**src/rtl/contador_duzias_embalagem.sv**
```systemverilog
// rtl/contador_duzias_embalagem.sv - approved-bottle dozen counter with timed packaging actuator
// Counts bottle rising edges into dozens, pulses the packer per dozen and flags line capacity.
module contador_duzias_embalagem #(
   parameter int GARRAFAS_POR_DUZIA = 12,
   parameter int MAX_DUZIAS         = 10,
   parameter int TEMPO_EMBALAGEM    = 25000000
) (
   input  logic       clk,
   input  logic       reset,
   input  logic       garrafa_aprovada,
   input  logic       limpar_contagem,
   output logic [3:0] contagem_garrafas,
   output logic [6:0] contagem_duzias,
   output logic [3:0] duzias_unidades,
   output logic [3:0] duzias_dezenas,
   output logic       duzia_completa,
   output logic       embalando,
   output logic       linha_cheia
);

   localparam int TW = (TEMPO_EMBALAGEM > 1) ? $clog2(TEMPO_EMBALAGEM) : 1;
   localparam logic [TW-1:0] TIMER_FIM      = TW'(TEMPO_EMBALAGEM - 1);
   localparam logic [3:0]    GARRAFA_ULTIMA = 4'(GARRAFAS_POR_DUZIA - 1);
   localparam logic [6:0]    DUZIAS_MAX     = 7'(MAX_DUZIAS);

   typedef enum logic [1:0] {
      CONTANDO  = 2'd0,
      EMBALANDO = 2'd1,
      CHEIO     = 2'd2
   } estado_t;

   estado_t       estado;
   logic          garrafa_ant;
   logic [TW-1:0] timer;

   logic       evento;
   logic       aceita;
   logic       fecha_duzia;
   logic [6:0] duzias_prox;

   assign evento      = garrafa_aprovada & ~garrafa_ant;
   assign aceita      = evento & ~linha_cheia;
   assign fecha_duzia = aceita & (contagem_garrafas == GARRAFA_ULTIMA);
   assign duzias_prox = contagem_duzias + 7'd1;

   always_ff @(posedge clk) begin
      if (reset) begin
         // Starting high means a bottle already present during reset is not counted.
         garrafa_ant       <= 1'b1;
         estado            <= CONTANDO;
         timer             <= '0;
         contagem_garrafas <= '0;
         contagem_duzias   <= '0;
         duzias_unidades   <= '0;
         duzias_dezenas    <= '0;
         duzia_completa    <= 1'b0;
         embalando         <= 1'b0;
         linha_cheia       <= 1'b0;
      end else begin
         garrafa_ant    <= garrafa_aprovada;
         duzia_completa <= 1'b0;

         if (limpar_contagem) begin
            estado            <= CONTANDO;
            timer             <= '0;
            contagem_garrafas <= '0;
            contagem_duzias   <= '0;
            duzias_unidades   <= '0;
            duzias_dezenas    <= '0;
            embalando         <= 1'b0;
            linha_cheia       <= 1'b0;
         end else begin
            if (aceita) begin
               if (fecha_duzia) begin
                  contagem_garrafas <= '0;
                  contagem_duzias   <= duzias_prox;
                  duzias_dezenas    <= 4'(duzias_prox / 7'd10);
                  duzias_unidades   <= 4'(duzias_prox % 7'd10);
                  duzia_completa    <= 1'b1;
                  if (duzias_prox == DUZIAS_MAX)
                     linha_cheia <= 1'b1;
               end else begin
                  contagem_garrafas <= contagem_garrafas + 4'd1;
               end
            end

            case (estado)
               CONTANDO: begin
                  timer     <= '0;
                  embalando <= 1'b0;
                  if (fecha_duzia) begin
                     estado    <= EMBALANDO;
                     embalando <= 1'b1;
                  end
               end
               EMBALANDO: begin
                  // A new dozen during packaging restarts the on-time for the new box.
                  if (fecha_duzia) begin
                     timer     <= '0;
                     embalando <= 1'b1;
                  end else if (timer == TIMER_FIM) begin
                     timer     <= '0;
                     embalando <= 1'b0;
                     estado    <= linha_cheia ? CHEIO : CONTANDO;
                  end else begin
                     timer     <= timer + 1'b1;
                     embalando <= 1'b1;
                  end
               end
               CHEIO: begin
                  timer     <= '0;
                  embalando <= 1'b0;
               end
               default: begin
                  estado    <= CONTANDO;
                  timer     <= '0;
                  embalando <= 1'b0;
               end
            endcase
         end
      end
   end

endmodule

```
**config.mk**
```make
export PLATFORM = sky130hd
export DESIGN_NAME = contador_duzias_embalagem
export DESIGN_NICKNAME = d
export VERILOG_FILES = /design/src/rtl/contador_duzias_embalagem.sv
export SDC_FILE = /design/constraint.sdc
export NUM_CORES = 1
export LEC_CHECK = 0
export CAP_MARGIN = 20
export CELL_PAD_IN_SITES_DETAIL_PLACEMENT = 1
export CELL_PAD_IN_SITES_GLOBAL_PLACEMENT = 1
export CORE_ASPECT_RATIO = 0.9
export CORE_MARGIN = 2
export CORE_UTILIZATION = 47
export CTS_CLUSTER_DIAMETER = 200
export DETAILED_ROUTE_END_ITERATION = 10
export MAX_ROUTING_LAYER = met4
export PLACE_DENSITY = 0.81
export SLEW_MARGIN = 20
export SYNTH_ARGS = -nofsm -noshare
export SYNTH_HDL_FRONTEND = slang
export SYNTH_SLANG_ARGS = --single-unit
export TNS_END_PERCENT = 30
```
**constraint.sdc**
```tcl
create_clock -name clk -period 5.2 [get_ports clk]
set_input_delay 1.04 -clock clk [delete_from_list [all_inputs] [get_ports clk]]
set_output_delay 1.04 -clock clk [all_outputs]
set_load 0.005 [all_outputs]
```
# Yosys cells after proc, flatten, opt, wreduce, memory -nomap -nowiden
# Cells that the tools add are included.
[classes] n_addsub=3 n_div=2 n_eq_ne=8 muxes=10 n_bitwise=8 reduce_logical=7
[op_table] operator="$add A25 B1 Y25 const B" count=1
[op_table] operator="$eq A25 B25 Y1 const B" count=1
[op_table] operator="$mux W2" count=4
[op_table] operator="$add A7 B1 Y7 const B" count=1
[op_table] operator="$div A7 B4 Y7 const B" count=1
[op_table] operator="$eq A7 B4 Y1 const B" count=1
[op_table] operator="$mod A7 B4 Y7 const B" count=1
[op_table] operator="$ne A2 B2 Y1 const B" count=3
[op_table] operator="$pmux W2 S3" count=1
[op_table] operator="$not A1 Y1" count=5
[op_table] operator="$reduce_or A5 Y1" count=1
[op_table] operator="$add A4 B1 Y4 const B" count=1
[op_table] operator="$eq A4 B4 Y1 const B" count=1
[op_table] operator="$mux W4" count=1
[op_table] operator="$reduce_and A4 Y1" count=1
[op_table] operator="$and A1 B1 Y1" count=3
[op_table] operator="$mux W1" count=3
[op_table] operator="$reduce_and A3 Y1" count=1
[op_table] operator="$reduce_or A3 Y1" count=1
[op_table] operator="$eq A2 B1 Y1 const B" count=1
[op_table] operator="$eq A2 B2 Y1 const B" count=1
[op_table] operator="$logic_not A2 Y1" count=1
[op_table] operator="$pmux W1 S2" count=1
[op_table] operator="$reduce_and A2 Y1" count=1
[op_table] operator="$reduce_or A2 Y1" count=1
[word_totals] regBits=50 output_inout_bits=22 elab_cells=48

# Logic depth before layout (Yosys ltp)
[logic_depth] ltp_word=6 depth_mapped=11 mapped_depth_nobuf=10

# Worst setup path before layout
# Ideal clock, no wire load.
[synth_path] kind="input to register" start="input garrafa_aprovada" end="register timer[10]" arrival_time_ns=2.483 required_time_ns=5.072 setup_slack_ns=2.589 path_stages=6 path_buffers=2 cell_sequence="or3b_1 > nor3_2 > or4_1 > clkbuf_1 > clkbuf_1 > nor2_1"
[synth_between] elab_chain_cells=4
[synth_rtl] item="from (decl)" line_no="10" rtl="input logic garrafa_aprovada,"
[synth_rtl] item="$and A1 B1 Y1" line_no="41" rtl="assign evento = garrafa_aprovada & ~garrafa_ant;"
[synth_rtl] item="$and A1 B1 Y1" line_no="42" rtl="assign aceita = evento & ~linha_cheia;"
[synth_rtl] item="$and A1 B1 Y1" line_no="43" rtl="assign fecha_duzia = aceita & (contagem_garrafas == GARRAFA_ULTIMA);"
[synth_rtl] item="$reduce_or A5 Y1 (no line)"
[synth_rtl] item="to (signal assigned)" line_no="106" rtl="timer <= timer + 1'b1;"
[synth_rtl] item="to (decl)" line_no="34" rtl="logic [TW-1:0] timer;"
# Every way passes these cells.
# A chain may end at the register's enable or synchronous reset.

# Final worst setup path
[layout_path] start="register contagem_duzias[0]" end="register duzias_unidades[1]"
[layout_between] elab_chain_cells=2
[layout_rtl] item="from (decl)" line_no="13" rtl="output logic [6:0] contagem_duzias,"
[layout_rtl] item="from (signal assigned)" line_no="76" rtl="contagem_duzias <= duzias_prox;"
[layout_rtl] item="$add A7 B1 Y7" line_no="44" rtl="assign duzias_prox = contagem_duzias + 7'd1;"
[layout_rtl] item="$mod A7 B4 Y7" line_no="78" rtl="duzias_unidades <= 4'(duzias_prox % 7'd10);"
[layout_rtl] item="to (signal assigned)" line_no="78"
[layout_rtl] item="to (decl)" line_no="14" rtl="output logic [3:0] duzias_unidades,"
# Every way passes these cells.

==> flow_summary.toml <==
[outcome]
outcome = "completed"

[cts]
path_clk_slew_ns = 0.10
postCtsHoldBufs = 0
cts_buffers = 5
cts_htree_levels = 2
cts_resized = 0
cts_setup_buffers = 0
clock_sinks = 50
clk_path_buf_depth = 2
cts_tree = "done"
root_buffer = "clkbuf_8"
clock_latency_ns = 0.32

[synth]
ys.flop_type = "dfxtp_1"
synth_warnings = 0
synthAdderAreaFrac = 0.0254
synth-async-reset-ratio = 0
ys_top_cells_by_area = "dfxtp_1, nor2_1, xor2_1, xnor2_1, nand2_1"
synth_common_cells = "nor2_1, dfxtp_1, nand2_1"
syn_area_sq_um = 2960
yosysTopAreaCellShare = 0.338
synth_most_common_cell = "nor2_1"
synth_top_family_by_area = "simple AND/OR/NAND/NOR gates"
synthMuxAreaShare = 0.00719
synth_simple_gate_area_frac = 0.283
synth_compound_area_frac = 0.159
synth_cell_type_count = 61
synth-seq-cells = 50
synth_edf_count = 0
ys_seq_area_frac = 0.338
yosysTopAreaCell = "dfxtp_1"
synth_xor_area_frac = 0.133
synthesis.nets = 364
synth_area_per_cell_sq_um = 8.36
synthCells = 354

[sta]
skew_ns = 0.0128
fmax_ghz = 0.300
rsz0062_at_grt = "false"
period_share = 0.641
finalSetupViolCount = 0
tightest_slew_ns = 0.878
hold_viol = 0
drv_slew = 0
finalSetupTns_ns = 0
slew_headroom = 0.414
period_needed_ns = 3.33
worst_hold_slack_ns = 0.474

[floorplan]
core_sq_um = 6110
die_h_um = 79.3
die_w_um = 87.6
rows = 27
initial_core_util = 0.484
num_io_pins = 26
dieArea_sq_um = 6940

[route]
drc = 0
vias = 2616
viasPerCell = 5.74
wl_um = 7460
drtIter0Drc = 141
ant_nets = 0
wl_per_cell_um = 16.4
drtPass1Iterations = 4

[hold_path]
min_from = "duzias_dezenas[1]"
min_path_cells = 2
min_path_type = "flop to flop"
holdPathEnd = "duzias_dezenas[1]"

[place]
gp_congestion = 0.915
dp_cells = 448
portBuffers = 25
dpl_cell_area_sq_um = 3200
dpl.hpwl_um = 5420

[layout]
final_layout_size_suffix_gt1_frac = 0.0867
nets = 378
stdcell_count = 456
finalInstanceArea_sq_um = 3290
diodes = 0
area_delta_synth_final_pct = 11.3

[global_route]
grt_pass1_vias = 2458
grt_pass1_wl_um = 12500
grtUsageTotal = 0.235
antenna_found_initial = 0
grt-ovfl-total = 0
grt_max_degree = 31

[power]
finalPower_uw = 631
powerDensity_nw_per_um2 = 192
leakagePower_uw = 0.00104
peakVddDrop_v = 0.000129

[worst_setup_path]
reg2reg_slack_ns = 1.87
arrival_ns = 3.55
worstRegToRegCells = 8
critPathSlowestCell = "dfxtp_1"
cp_max_fo = 15
reg2reg_to = "duzias_unidades[1]"
crit_type = "flop to flop"
crit_required_ns = 5.41
worstPathCellList = "ha_1, and3_1, nor3b_1, nor4_1, o221ai_1, o32ai_1, or4b_1, nand3_1"
r2r_start = "contagem_duzias[0]"
end_kind = "flop"
cpPeakStageDelay_ns = 0.68
start_kind = "flop"

[job]
drv_cap = 0
[per-stage QoR]
| stage | worst slack (ns) | util |
|---|---|---|
| 4_1_cts | 1.91 | 0.538 |
| 3_3_place_gp | 1.78 | 0.523 |
| 5_1_grt | 1.53 | 0.538 |
| 2_1_floorplan | 2.59 | - |
| 3_5_place_dp | 1.73 | 0.523 |
| 6_report | 1.87 | 0.538 |
[cell usage in the layout, fill, tap and decap left out, types with 3 or more instances in the layout]
master,synthesis,final
nor3_1,11,11
or2_2,4,4
xor2_1,18,18
a31oi_1,3,3
buf_4,3,3
nand3_1,19,19
nor2b_1,3,3
nor4_1,5,5
a211oi_1,5,5
clkdlybuf4s50_1,0,25
nand4_1,10,10
xnor2_1,17,17
o21ai_0,11,11
o221ai_1,3,3
ha_1,6,6
and3_1,7,7
inv_1,4,4
nor3b_1,4,4
or3_1,6,6
o22ai_1,4,4
clkbuf_8,0,5
nor2_1,61,61
a21oi_1,14,14
dfxtp_1,50,50
nand2b_1,3,3
nand2_1,29,29
[state kept, by name, indices dropped and copies added, names as in the netlist]
name,cells
duzia_completa,1
estado,2
garrafa_ant,1
duzias_unidades,4
contagem_duzias,7
contagem_garrafas,4
duzias_dezenas,4
embalando,1
linha_cheia,1
timer,25
[where the power goes]
| group | internal (uW) | total [uW] | switching [uW] | leakage (uW) |
|---|---|---|---|---|
| combinational | 3.86 | 8.62 | 4.76 | 0.000595 |
| sequential | 383 | 384 | 0.483 | 0.000403 |
| clock | 96.5 | 239 | 142 | 0.0000408 |
[cells by family (layout without fill, tap and decap cells)]
kind of cell,count (synthesis),count (layout)
XOR/XNOR,39,39
AO/OA/AOI/OAI,61,61
multiplexers,2,2
flip-flops,50,50
adder cells (fa/ha/maj),6,6
AND/OR/NAND/NOR,170,170
buffers and inverters,26,41
[layout make-up]
class / count / area (sq um)
timing repair buffer: 28 / 273
sequential: 50 / 1000
fill: 747 / 2820
clock inverter: 3 / 23.8
inverter: 5 / 18.8
clock buffer: 5 / 68.8
tap: 87 / 109
multi-input combinational: 278 / 1800
[worst max-delay path by stage]
stage,from,end,slack [ns],cells after the start
after floorplan,garrafa_aprovada,timer[10],2.59,6
after global placement,garrafa_aprovada,duzias_unidades[1],1.78,6
after detailed placement,garrafa_aprovada,duzias_unidades[1],1.73,6
after CTS,contagem_duzias[0],duzias_unidades[1],1.91,10
after global routing,contagem_duzias[0],duzias_unidades[1],1.53,8
final,contagem_duzias[0],duzias_unidades[1],1.87,8
[layer usage]
metal | global-route usage | vias to the layer above | part of all wire
met5 | - | - | 0
met4 | 0.0554 | 0 | 0.0084
met1 | 0.334 | 1279 | 0.50
met2 | 0.340 | 55 | 0.45
met3 | 0.0509 | 7 | 0.044
li1 | - | 1275 | -
[critical path: cells and delay by family (launching register included)]
kind / cells / cell delay (ns)
DFF: 1 / 0.68
and+or+nand+nor: 5 / 1.25
AOI/OAI and AO/OA: 2 / 0.63
adders and majority gates: 1 / 0.67
Note: power is estimated with default switching activity, not from simulation.
